===== src/rtl/bus_arbiter_if.sv =====
// Bus bundle between two requesting masters, the arbiter and a single slave.
// The slave modport is the arbiter's view; the master modport is the surrounding system.
interface bus_arbiter_if #(
    parameter int ADDR_WIDTH = 19,
    parameter int BUS_WIDTH  = 32,
    parameter int ACCW       = 2
);
    // Handshake: mN_req, s_req, s_resp and mN_resp are single-cycle strobes with no
    // backpressure. A request's fields are sampled only in its strobe cycle; a
    // response's data/fault are valid only while its strobe is high.
    logic                  m0_req;
    logic [ADDR_WIDTH-1:0] m0_addr;
    logic                  m0_wr_b;
    logic [ACCW-1:0]       m0_acc;
    logic [BUS_WIDTH-1:0]  m0_wdata;
    logic                  m0_resp;
    logic [BUS_WIDTH-1:0]  m0_rdata;
    logic                  m0_fault;

    logic                  m1_req;
    logic [ADDR_WIDTH-1:0] m1_addr;
    logic                  m1_wr_b;
    logic [ACCW-1:0]       m1_acc;
    logic [BUS_WIDTH-1:0]  m1_wdata;
    logic                  m1_resp;
    logic [BUS_WIDTH-1:0]  m1_rdata;
    logic                  m1_fault;

    logic                  s_req;
    logic [ADDR_WIDTH-1:0] s_addr;
    logic                  s_wr_b;
    logic [ACCW-1:0]       s_acc;
    logic [BUS_WIDTH-1:0]  s_wdata;
    logic                  s_resp;
    logic [BUS_WIDTH-1:0]  s_rdata;
    logic                  s_fault;

    logic [1:0]            ovr;

    modport slave (
        input  m0_req, m0_addr, m0_wr_b, m0_acc, m0_wdata,
        output m0_resp, m0_rdata, m0_fault,
        input  m1_req, m1_addr, m1_wr_b, m1_acc, m1_wdata,
        output m1_resp, m1_rdata, m1_fault,
        output s_req, s_addr, s_wr_b, s_acc, s_wdata,
        input  s_resp, s_rdata, s_fault,
        output ovr
    );

    modport master (
        output m0_req, m0_addr, m0_wr_b, m0_acc, m0_wdata,
        input  m0_resp, m0_rdata, m0_fault,
        output m1_req, m1_addr, m1_wr_b, m1_acc, m1_wdata,
        input  m1_resp, m1_rdata, m1_fault,
        input  s_req, s_addr, s_wr_b, s_acc, s_wdata,
        output s_resp, s_rdata, s_fault,
        input  ovr
    );
endinterface


===== src/rtl/bus_arbiter.sv =====
// Two-master round-robin arbiter onto one slave: one buffered request per master,
// one transaction in flight, response routing and a slave response timeout.
module bus_arbiter #(
    parameter int ADDR_WIDTH = 19,
    parameter int TIMEOUT    = 255,
    parameter int BUS_WIDTH  = 32,
    parameter int ACC_CNT    = 4
) (
    input  logic         clk,
    input  logic         rstn,
    bus_arbiter_if.slave bus,
    output logic         dbg_state,
    output logic         dbg_owner
);
    localparam int ACCW = (ACC_CNT > 1) ? $clog2(ACC_CNT) : 1;
    localparam logic [7:0] TMO = 8'(TIMEOUT);

    typedef enum logic {S_IDLE = 1'b0, S_WAIT = 1'b1} state_e;

    state_e                state_q, state_d;

    logic [1:0]            req;
    logic [ADDR_WIDTH-1:0] in_addr [2];
    logic [1:0]            in_wr_b;
    logic [ACCW-1:0]       in_acc  [2];
    logic [BUS_WIDTH-1:0]  in_wdata[2];

    logic [1:0]            out_q, out_d;
    logic [1:0]            ovr_q, ovr_d;
    logic [ADDR_WIDTH-1:0] buf_addr_q [2], buf_addr_d [2];
    logic [1:0]            buf_wr_b_q, buf_wr_b_d;
    logic [ACCW-1:0]       buf_acc_q  [2], buf_acc_d  [2];
    logic [BUS_WIDTH-1:0]  buf_wdata_q[2], buf_wdata_d[2];

    logic [1:0]            resp_q, resp_d;
    logic [1:0]            fault_q, fault_d;
    logic [BUS_WIDTH-1:0]  rdata_q[2], rdata_d[2];

    logic                  s_req_q, s_req_d;
    logic [ADDR_WIDTH-1:0] s_addr_q, s_addr_d;
    logic                  s_wr_b_q, s_wr_b_d;
    logic [ACCW-1:0]       s_acc_q, s_acc_d;
    logic [BUS_WIDTH-1:0]  s_wdata_q, s_wdata_d;

    logic                  last_q, last_d;
    logic                  owner_q, owner_d;
    logic                  flt_q, flt_d;
    logic [7:0]            cnt_q, cnt_d;

    logic                  done;
    logic                  done_flt;
    logic [BUS_WIDTH-1:0]  done_rdata;
    logic [1:0]            cand;
    logic                  grant;
    logic                  winner;
    logic                  bypass;

    assign req         = {bus.m1_req, bus.m0_req};
    assign in_addr[0]  = bus.m0_addr;
    assign in_addr[1]  = bus.m1_addr;
    assign in_wr_b     = {bus.m1_wr_b, bus.m0_wr_b};
    assign in_acc[0]   = bus.m0_acc;
    assign in_acc[1]   = bus.m1_acc;
    assign in_wdata[0] = bus.m0_wdata;
    assign in_wdata[1] = bus.m1_wdata;

    always_ff @(posedge clk or negedge rstn) begin
        if (!rstn) state_q <= S_IDLE;
        else       state_q <= state_d;
    end

    // A completing transaction re-arbitrates in the same cycle, excluding its own
    // owner, so the next grant can go out alongside the response.
    always_comb begin
        done       = 1'b0;
        done_flt   = 1'b0;
        done_rdata = '0;
        if (state_q == S_WAIT) begin
            if (bus.s_resp) begin
                done       = 1'b1;
                done_rdata = bus.s_rdata;
                done_flt   = s_req_q ? bus.s_fault : flt_q;
            end else if (cnt_q == TMO) begin
                done     = 1'b1;
                done_flt = 1'b1;
            end
        end
        cand    = (out_q | req) & ~(done ? {owner_q, ~owner_q} : 2'b00);
        grant   = ((state_q == S_IDLE) || done) && (cand != 2'b00);
        winner  = (cand == 2'b11) ? ~last_q : cand[1];
        bypass  = req[winner] && !out_q[winner];
        state_d = state_q;
        if (grant)     state_d = S_WAIT;
        else if (done) state_d = S_IDLE;
    end

    always_comb begin
        out_d       = out_q;
        ovr_d       = ovr_q;
        buf_addr_d  = buf_addr_q;
        buf_wr_b_d  = buf_wr_b_q;
        buf_acc_d   = buf_acc_q;
        buf_wdata_d = buf_wdata_q;
        resp_d      = 2'b00;
        fault_d     = fault_q;
        rdata_d     = rdata_q;
        s_req_d     = grant;
        s_addr_d    = s_addr_q;
        s_wr_b_d    = s_wr_b_q;
        s_acc_d     = s_acc_q;
        s_wdata_d   = s_wdata_q;
        last_d      = last_q;
        owner_d     = owner_q;
        flt_d       = flt_q;
        cnt_d       = cnt_q;

        for (int n = 0; n < 2; n++) begin
            if (req[n]) begin
                if (out_q[n]) begin
                    ovr_d[n] = 1'b1;
                end else begin
                    out_d[n]       = 1'b1;
                    buf_addr_d[n]  = in_addr[n];
                    buf_wr_b_d[n]  = in_wr_b[n];
                    buf_acc_d[n]   = in_acc[n];
                    buf_wdata_d[n] = in_wdata[n];
                end
            end
        end

        if (s_req_q) flt_d = bus.s_fault;
        if ((state_q == S_WAIT) && !done) cnt_d = cnt_q + 8'd1;

        if (done) begin
            out_d[owner_q]   = 1'b0;
            resp_d[owner_q]  = 1'b1;
            rdata_d[owner_q] = done_rdata;
            fault_d[owner_q] = done_flt;
        end

        if (grant) begin
            owner_d = winner;
            last_d  = winner;
            cnt_d   = '0;
            if (bypass) begin
                s_addr_d  = in_addr[winner];
                s_wr_b_d  = in_wr_b[winner];
                s_acc_d   = in_acc[winner];
                s_wdata_d = in_wdata[winner];
            end else begin
                s_addr_d  = buf_addr_q[winner];
                s_wr_b_d  = buf_wr_b_q[winner];
                s_acc_d   = buf_acc_q[winner];
                s_wdata_d = buf_wdata_q[winner];
            end
        end
    end

    always_ff @(posedge clk or negedge rstn) begin
        if (!rstn) begin
            out_q       <= 2'b00;
            ovr_q       <= 2'b00;
            buf_addr_q  <= '{default: '0};
            buf_wr_b_q  <= 2'b00;
            buf_acc_q   <= '{default: '0};
            buf_wdata_q <= '{default: '0};
            resp_q      <= 2'b00;
            fault_q     <= 2'b00;
            rdata_q     <= '{default: '0};
            s_req_q     <= 1'b0;
            s_addr_q    <= '0;
            s_wr_b_q    <= 1'b0;
            s_acc_q     <= '0;
            s_wdata_q   <= '0;
            last_q      <= 1'b1;
            owner_q     <= 1'b0;
            flt_q       <= 1'b0;
            cnt_q       <= 8'd0;
        end else begin
            out_q       <= out_d;
            ovr_q       <= ovr_d;
            buf_addr_q  <= buf_addr_d;
            buf_wr_b_q  <= buf_wr_b_d;
            buf_acc_q   <= buf_acc_d;
            buf_wdata_q <= buf_wdata_d;
            resp_q      <= resp_d;
            fault_q     <= fault_d;
            rdata_q     <= rdata_d;
            s_req_q     <= s_req_d;
            s_addr_q    <= s_addr_d;
            s_wr_b_q    <= s_wr_b_d;
            s_acc_q     <= s_acc_d;
            s_wdata_q   <= s_wdata_d;
            last_q      <= last_d;
            owner_q     <= owner_d;
            flt_q       <= flt_d;
            cnt_q       <= cnt_d;
        end
    end

    assign bus.m0_resp  = resp_q[0];
    assign bus.m0_rdata = rdata_q[0];
    assign bus.m0_fault = fault_q[0];
    assign bus.m1_resp  = resp_q[1];
    assign bus.m1_rdata = rdata_q[1];
    assign bus.m1_fault = fault_q[1];
    assign bus.s_req    = s_req_q;
    assign bus.s_addr   = s_addr_q;
    assign bus.s_wr_b   = s_wr_b_q;
    assign bus.s_acc    = s_acc_q;
    assign bus.s_wdata  = s_wdata_q;
    assign bus.ovr      = ovr_q;
    assign dbg_state    = state_q;
    assign dbg_owner    = owner_q;
endmodule


===== src/flat_wrapper.sv =====
// flat-port wrapper written by rule: the top's interface ports become plain ports
module bus_arbiter_flat 
#(
    parameter int ADDR_WIDTH = 19,
    parameter int TIMEOUT    = 255,
    parameter int BUS_WIDTH  = 32,
    parameter int ACC_CNT    = 4
)
  (clk, rstn, dbg_state, dbg_owner, bus_m0_req, bus_m0_addr, bus_m0_wr_b, bus_m0_acc, bus_m0_wdata, bus_m0_resp, bus_m0_rdata, bus_m0_fault, bus_m1_req, bus_m1_addr, bus_m1_wr_b, bus_m1_acc, bus_m1_wdata, bus_m1_resp, bus_m1_rdata, bus_m1_fault, bus_s_req, bus_s_addr, bus_s_wr_b, bus_s_acc, bus_s_wdata, bus_s_resp, bus_s_rdata, bus_s_fault, bus_ovr);
  bus_arbiter_if #(.ADDR_WIDTH(ADDR_WIDTH), .BUS_WIDTH(BUS_WIDTH), .ACCW((2))) bus_i ();
  input  logic clk;
  input  logic rstn;
  output logic dbg_state;
  output logic dbg_owner;
  input wire logic [$bits(bus_i.m0_req)-1:0] bus_m0_req;
  input wire logic [$bits(bus_i.m0_addr)-1:0] bus_m0_addr;
  input wire logic [$bits(bus_i.m0_wr_b)-1:0] bus_m0_wr_b;
  input wire logic [$bits(bus_i.m0_acc)-1:0] bus_m0_acc;
  input wire logic [$bits(bus_i.m0_wdata)-1:0] bus_m0_wdata;
  output wire logic [$bits(bus_i.m0_resp)-1:0] bus_m0_resp;
  output wire logic [$bits(bus_i.m0_rdata)-1:0] bus_m0_rdata;
  output wire logic [$bits(bus_i.m0_fault)-1:0] bus_m0_fault;
  input wire logic [$bits(bus_i.m1_req)-1:0] bus_m1_req;
  input wire logic [$bits(bus_i.m1_addr)-1:0] bus_m1_addr;
  input wire logic [$bits(bus_i.m1_wr_b)-1:0] bus_m1_wr_b;
  input wire logic [$bits(bus_i.m1_acc)-1:0] bus_m1_acc;
  input wire logic [$bits(bus_i.m1_wdata)-1:0] bus_m1_wdata;
  output wire logic [$bits(bus_i.m1_resp)-1:0] bus_m1_resp;
  output wire logic [$bits(bus_i.m1_rdata)-1:0] bus_m1_rdata;
  output wire logic [$bits(bus_i.m1_fault)-1:0] bus_m1_fault;
  output wire logic [$bits(bus_i.s_req)-1:0] bus_s_req;
  output wire logic [$bits(bus_i.s_addr)-1:0] bus_s_addr;
  output wire logic [$bits(bus_i.s_wr_b)-1:0] bus_s_wr_b;
  output wire logic [$bits(bus_i.s_acc)-1:0] bus_s_acc;
  output wire logic [$bits(bus_i.s_wdata)-1:0] bus_s_wdata;
  input wire logic [$bits(bus_i.s_resp)-1:0] bus_s_resp;
  input wire logic [$bits(bus_i.s_rdata)-1:0] bus_s_rdata;
  input wire logic [$bits(bus_i.s_fault)-1:0] bus_s_fault;
  output wire logic [$bits(bus_i.ovr)-1:0] bus_ovr;
  assign bus_i.m0_req = bus_m0_req;
  assign bus_i.m0_addr = bus_m0_addr;
  assign bus_i.m0_wr_b = bus_m0_wr_b;
  assign bus_i.m0_acc = bus_m0_acc;
  assign bus_i.m0_wdata = bus_m0_wdata;
  assign bus_m0_resp = bus_i.m0_resp;
  assign bus_m0_rdata = bus_i.m0_rdata;
  assign bus_m0_fault = bus_i.m0_fault;
  assign bus_i.m1_req = bus_m1_req;
  assign bus_i.m1_addr = bus_m1_addr;
  assign bus_i.m1_wr_b = bus_m1_wr_b;
  assign bus_i.m1_acc = bus_m1_acc;
  assign bus_i.m1_wdata = bus_m1_wdata;
  assign bus_m1_resp = bus_i.m1_resp;
  assign bus_m1_rdata = bus_i.m1_rdata;
  assign bus_m1_fault = bus_i.m1_fault;
  assign bus_s_req = bus_i.s_req;
  assign bus_s_addr = bus_i.s_addr;
  assign bus_s_wr_b = bus_i.s_wr_b;
  assign bus_s_acc = bus_i.s_acc;
  assign bus_s_wdata = bus_i.s_wdata;
  assign bus_i.s_resp = bus_s_resp;
  assign bus_i.s_rdata = bus_s_rdata;
  assign bus_i.s_fault = bus_s_fault;
  assign bus_ovr = bus_i.ovr;
  bus_arbiter #(.ADDR_WIDTH(ADDR_WIDTH), .TIMEOUT(TIMEOUT), .BUS_WIDTH(BUS_WIDTH), .ACC_CNT(ACC_CNT)) u_core (.clk(clk), .rstn(rstn), .bus(bus_i), .dbg_state(dbg_state), .dbg_owner(dbg_owner));
endmodule

===== config.mk =====
export PLATFORM = sky130hd
export DESIGN_NAME = bus_arbiter_flat
export DESIGN_NICKNAME = d
export VERILOG_FILES = /design/src/rtl/bus_arbiter_if.sv /design/src/rtl/bus_arbiter.sv /design/src/flat_wrapper.sv
export SDC_FILE = /design/constraint.sdc
export NUM_CORES = 1
export LEC_CHECK = 0
export ABC_AREA = 0
export BUFFER_PORTS_ARGS = -buffer_cell sky130_fd_sc_hd__clkbuf_2
export CORE_MARGIN = 3
export CORE_UTILIZATION = 30
export DETAILED_ROUTE_END_ITERATION = 8
export GPL_TIMING_DRIVEN = 0
export PLACE_DENSITY = 0.56
export SYNTH_ARGS = -nofsm -noshare
export SYNTH_HDL_FRONTEND = slang
export SYNTH_SLANG_ARGS = --single-unit

===== constraint.sdc =====
create_clock -name clk -period 2.6 [get_ports clk]
set_input_delay 0 -clock clk [delete_from_list [all_inputs] [get_ports clk]]
set_output_delay 0 -clock clk [all_outputs]
set_load 0.02 [all_outputs]

After elaboration in Yosys (flattened, before gate mapping)
Index checks and enable logic that the tools add are counted.
{ "op_classes": {"n_addsub": 1, "magnitude_cmp": 6, "n_eq_ne": 2, "n_mux": 54, "bitwise_logic": 12, "n_reduce_logical": 15} }
{ "ops": {"columns": ["op", "count"], "rows": [
  ["32-bit two-way mux", 10],
  ["19-bit two-way mux", 7],
  ["64-bit bitwise mux", 1],
  ["32-bit demux with 1-bit select", 1],
  ["1-bit two-way mux", 21],
  ["2-bit two-way mux", 10],
  ["8-bit two-way mux", 2],
  ["8-bit by 1-bit adder with 8-bit output, second input constant", 1],
  ["8-bit == test, second input constant", 1],
  ["2-bit AND reduction", 4],
  ["2-bit nonzero test", 3],
  ["1-bit logical AND", 5],
  ["1-bit inverter", 5],
  ["2-bit bitwise AND", 2],
  ["2-bit greater-or-equal comparator, second input constant", 2],
  ["1-bit by 2-bit less-than comparator with 1-bit output, second input constant", 2],
  ["1-bit inverter with 2-bit output", 2],
  ["2-bit inverter", 2],
  ["2-bit bitwise mux", 1],
  ["2-bit == test, second input constant", 1],
  ["1-bit logical NOT", 2],
  ["2-bit by 1-bit less-than comparator with 1-bit output, second input constant", 1],
  ["2-bit OR", 1],
  ["1-bit demux with 1-bit select", 1],
  ["other kinds (2)", 2]
]} }
{ "word_totals": {"ff_bits": 247, "in_bits": 146, "out_inout_bits": 127} }

Logic depth before layout (Yosys ltp)
{ "depth": {"depth_word": 14, "ltp_mapped": 8} }

Least setup slack after synthesis
Ideal clock, no wire load.
{ "synth_path": {"path_kind": "register to register", "startpoint": "reg u_core.cnt_q[0]", "endpoint": "reg u_core.s_wdata_q[10] (netlist: u_core.bus.s_wdata[10])", "setup_time_ns": 0.095, "arrival_ns": 1.839, "required_ns": 2.505, "setup_slack_ns": 0.666, "stages_incl_launch_ff": 9, "synth_period_minus_slack_ns": 1.934, "path_cell_list": "dfrtp_1 > ha_1 > and3_1 > a21oi_4 > o21a_1 > buf_2 > buf_2 > a21oi_1 > o31ai_1"} }
{ "synth_via": {"elab_chain_cells": 14, "word_cells_on_any_way": 26} }
{ "synth_rtl": {"columns": ["element", "line", "source"], "rows": [
  ["start: declaration", "bus_arbiter.sv:48", "logic [7:0] cnt_q, cnt_d;"],
  ["start signal: assignment", "bus_arbiter.sv:197", "cnt_q <= cnt_d;"],
  ["8-bit == test (*)", "bus_arbiter.sv:83", "end else if (cnt_q == TMO) begin"],
  ["1-bit two-way mux (*)", "bus_arbiter.sv:83", null],
  ["1-bit two-way mux (*)", "bus_arbiter.sv:79", "if (bus.s_resp) begin"],
  ["1-bit two-way mux (*)", "bus_arbiter.sv:78", "if (state_q == S_WAIT) begin"],
  ["2-bit two-way mux", "bus_arbiter.sv:88", "cand = (out_q | req) & ~(done ? {owner_q, ~owner_q} : 2'b00);"],
  ["2-bit inverter", "bus_arbiter.sv:88", null],
  ["2-bit bitwise AND", "bus_arbiter.sv:88", null],
  ["2-bit == test", "bus_arbiter.sv:90", "winner = (cand == 2'b11) ? ~last_q : cand[1];"],
  ["1-bit two-way mux", "bus_arbiter.sv:90", null],
  ["1-bit inverter with 2-bit output (not written as such) or 1-bit two-way mux (tied branches)", "bus_arbiter.sv:149, bus_arbiter.sv:154, bus_arbiter.sv:91", null],
  ["32-bit two-way mux (not written as such) (tied with other cells) (3 in series)", "bus_arbiter.sv:154", "s_wdata_d = buf_wdata_q[winner];"],
  ["32-bit two-way mux", "bus_arbiter.sv:145", "if (bypass) begin"],
  ["end signal: assignment", "bus_arbiter.sv:193", "s_wdata_q <= s_wdata_d;"],
  ["end: declaration", "bus_arbiter.sv:43", "logic [BUS_WIDTH-1:0] s_wdata_q, s_wdata_d;"]
]} }
Every way passes the cells marked *; elsewhere a longest branch is shown, timed or not. The select of a mux whose other input is x is not followed.
A chain may end at the register's enable or synchronous reset.

Worst setup path after layout
{ "layout_path": {"startpoint": "reg u_core.cnt_q[0]", "endpoint": "reg u_core.rdata_q (netlist bit u_core.bus.m1_rdata[13])"} }
{ "layout_via": {"elab_chain_cells": 4} }
{ "layout_rtl": {"columns": ["element", "line", "source"], "rows": [
  ["8-bit == test", "bus_arbiter.sv:83", null],
  ["1-bit two-way mux", "bus_arbiter.sv:83", null],
  ["1-bit two-way mux", "bus_arbiter.sv:79", null],
  ["1-bit two-way mux", "bus_arbiter.sv:78", null],
  ["end signal: assignment", "bus_arbiter.sv:188", "rdata_q <= rdata_d;"],
  ["end: declaration", "bus_arbiter.sv:37", "logic [BUS_WIDTH-1:0] rdata_q[2], rdata_d[2];"]
]} }
No other way between the ends.

==> impl_metrics.json <==
{
  "status": "finished, violations left",
  "violations": "negative hold slack",
  "crit_path_start_kind": "flop",
  "synth.avg_cell_area_um2": 11.6,
  "antenna_left": 0,
  "cts_tree": "done",
  "yosys.area.top_type_share": 0.589,
  "ir_worst_vdd_v": 0.000555,
  "cts.clk_slew.worst_paths_ns": 0.06,
  "clock_sinks": 247,
  "grt_pass1_wl_mm": 52.0,
  "clock-root-buffer": "clkbuf_16",
  "antennaDiodeCount": 0,
  "p_int_uw": 10900,
  "routabilityCongestion": 0.799,
  "p_comb_frac": 0.413,
  "design.die.area_um2": 37100,
  "min_period_over_period": 0.936,
  "criticalPathCategory": "reg2reg",
  "whs_ns": -0.00270,
  "antenna_found_initial": 2,
  "syn_nets": 1050,
  "worstPathRequired_ns": 3.00,
  "dieWidth_um": 193,
  "ys_ff_latch": 247,
  "critPathArrivalTime_ns": 2.84,
  "wirelength_mm": 33.5,
  "port_buffers": 270,
  "cts_made_buffers": 28,
  "finalMaxSlewViolations": 0,
  "skew_ns": 0.0188,
  "fillers": 3239,
  "p_per_area_nw_per_um2": 1190,
  "power.share.clock": 0.226,
  "cp-end-kind": "flop",
  "r2r-end": "u_core.bus.m1_rdata[13]",
  "track_usage": 0.177,
  "tightest_slew_ns": 0.973,
  "max_cap_violations": 0,
  "swShare": 0.384,
  "synth_common_cells": "dfrtp_1 (246), o21ai_0 (121), mux2_2 (109), nand2_1 (103), a21oi_1 (61)",
  "drtIter0Drc": 431,
  "coreArea_um2": 34000,
  "grt_max_degree": 100,
  "grt_overflow": 0,
  "clock_path_buffers": 3,
  "seq_area_frac_synth": 0.591,
  "dr.pass1.iters": 5,
  "yosysMostFrequentCell": "dfrtp_1",
  "seq_power_share": 0.361,
  "worstPathMaxFanout": 10,
  "worstReg2RegStart": "u_core.cnt_q[0]",
  "maxSlewHeadroom": 0.349,
  "syn_area_um2": 10500,
  "row_count": 67,
  "syn_inst": 903,
  "dpl_cell_area_um2": 12400,
  "ys_top_cells_by_area": "dfrtp_1 (59%), mux2_2 (12%), o21ai_0 (5.8%)",
  "pre_cts_slack_ns": 0.0558,
  "grt_pass1_vias": 9267,
  "synth-async-reset-ratio": 1.00,
  "synth_top_flop_cell": "dfrtp_1",
  "yosysWarnings": 0,
  "nNetsFinal": 1497,
  "final-setup-viol-count": 0,
  "drc": 0,
  "drive_gt1_frac": 0.351,
  "die_h_um": 193,
  "fmaxAchievable_mhz": 411,
  "cts_setup_buffers": 0,
  "reg2reg_slack_ns": 0.17,
  "hold_violations": 1,
  "start_util": 0.308,
  "area_growth_pct": 42.1,
  "power.leakage_uw": 0.00668,
  "min_period_ns": 2.43,
  "yosysTopAreaCell": "dfrtp_1",
  "vias": 8858,
  "p_sw_uw": 6800,
  "finalInstanceArea_um2": 14900,
  "synth_edf_count": 0,
  "tns_ns": 0,
  "ff2ff_path_depth": 7,
  "synthDistinctLibCells": 47,
  "pin_count": 273,
  "avgRoutedWirePerCell_um": 18.4,
  "post-dp-hpwl_mm": 23.9,
  "fin_ws_ns": 0.166,
  "hold_path.class": "in2async",
  "worstSkewPairLatency_ns": 0.56,
  "viasPerCell": 4.87,
  "cts_htree_levels": 1
}
[worst max path at each step]
| stage | start | endpoint | slack [ns] |
|---|---|---|---|
| global route | u_core.cnt_q[0] | u_core.bus.m1_rdata[15] | -0.01 |
| finish | u_core.cnt_q[0] | u_core.bus.m1_rdata[13] | 0.17 |
| detailed placement | u_core.cnt_q[0] | u_core.bus.s_addr[6] | 0.06 |
| global placement | rstn | u_core.buf_addr_q[25] | -3.93 |
| floorplan | u_core.cnt_q[0] | u_core.bus.s_wdata[10] | 0.67 |
| CTS | u_core.cnt_q[0] | u_core.bus.s_addr[9] | 0.04 |
[final cells by class]
class                      instances  area, µm²  share of cell area
sequential                       247       6180               0.416
multi-input combinational        571       3910               0.263
timing repair buffer             417       2870               0.193
clock buffer                      42        823              0.0554
tap                              448        561              0.0377
buffer                            80        383              0.0258
clock inverter                     9        114             0.00766
inverter                           5       18.8             0.00126
[metal layers]
metal	wire, µm	share of wire	vias up	global-route usage
li1	-	-	4162	-
met1	14500	0.43	4352	0.224
met2	15600	0.47	284	0.300
met3	2520	0.075	56	0.0461
met4	776	0.023	4	0.0451
met5	23	0.00069	-	0
[per-stage QoR]
step	utilization	hold slack, ns	std cells	total power, µW
final	0.438	-0.00270	1819	17700
after CTS	0.437	0.00281	1819	17900
after floorplan	-	-0.296	903	11100
after detailed placement	0.366	0.0259	1623	13600
after global routing	0.438	0.0409	1819	19000
after global placement	0.364	0.251	1621	13500
[power groups by stage]
| stage | registers, µW | logic, µW | clock network (µW) |
|---|---|---|---|
| floorplan | 7340 | 3730 | 0 |
| global placement | 6420 | 7080 | 0 |
| detailed placement | 6450 | 7180 | 0 |
| CTS | 6400 | 7370 | 4110 |
| global route | 6600 | 8080 | 4270 |
| finish | 6390 | 7320 | 4000 |
[flip-flops by register name, summed over array words and instances (netlist names), 4 cells and up]
register	flops
u_core.buf_wdata_q	64
u_core.buf_addr_q	38
u_core.bus.m0_rdata	32
u_core.bus.m1_rdata	32
u_core.bus.s_wdata	32
u_core.bus.s_addr	19
u_core.cnt_q	8
u_core.buf_acc_q	4
[worst max-delay path: stages, from the launching register on]
cell and delay (ns):
dfrtp_1 0.40, ha_1 0.22, and3_1 0.21, a21oi_4 0.28, or2_2 0.26, clkbuf_1 0.36
clkbuf_1 0.39, o21ai_0 0.17
[logic make-up (layout without fill, tap and decap cells)]
kind of cell | count (synthesis) | count (layout) | synth area share
adders and majority gates | 1 | 1 | 0.00120
DFF | 247 | 247 | 0.591
xor gates and xnor gates | 2 | 2 | 0.00168
AOI/OAI and AO/OA | 266 | 266 | 0.150
muxes | 109 | 109 | 0.117
and+or+nand+nor | 193 | 193 | 0.101
buffers and inverters | 85 | 553 | 0.0371
[layout by cell type (no fill, tap or decap), drive strengths merged, types with 6 or more instances in the layout]
cell and count:
clkbuf 360, dfrtp 246, dlygate4sd3 145, o21ai 123, mux2 109, nand2 103, a21oi 62, o31ai 53
nor4b 51, buf 34, nor2 11, o22ai 6
[what timing repair did]
item                                   in CTS  in global routing
resized for setup                           0                 20
endpoints found under the hold margin     379                  0
hold buffers                              145                  0
setup endpoints to repair                   0                 88
No activity file was read; power rests on OpenSTA's default activity.
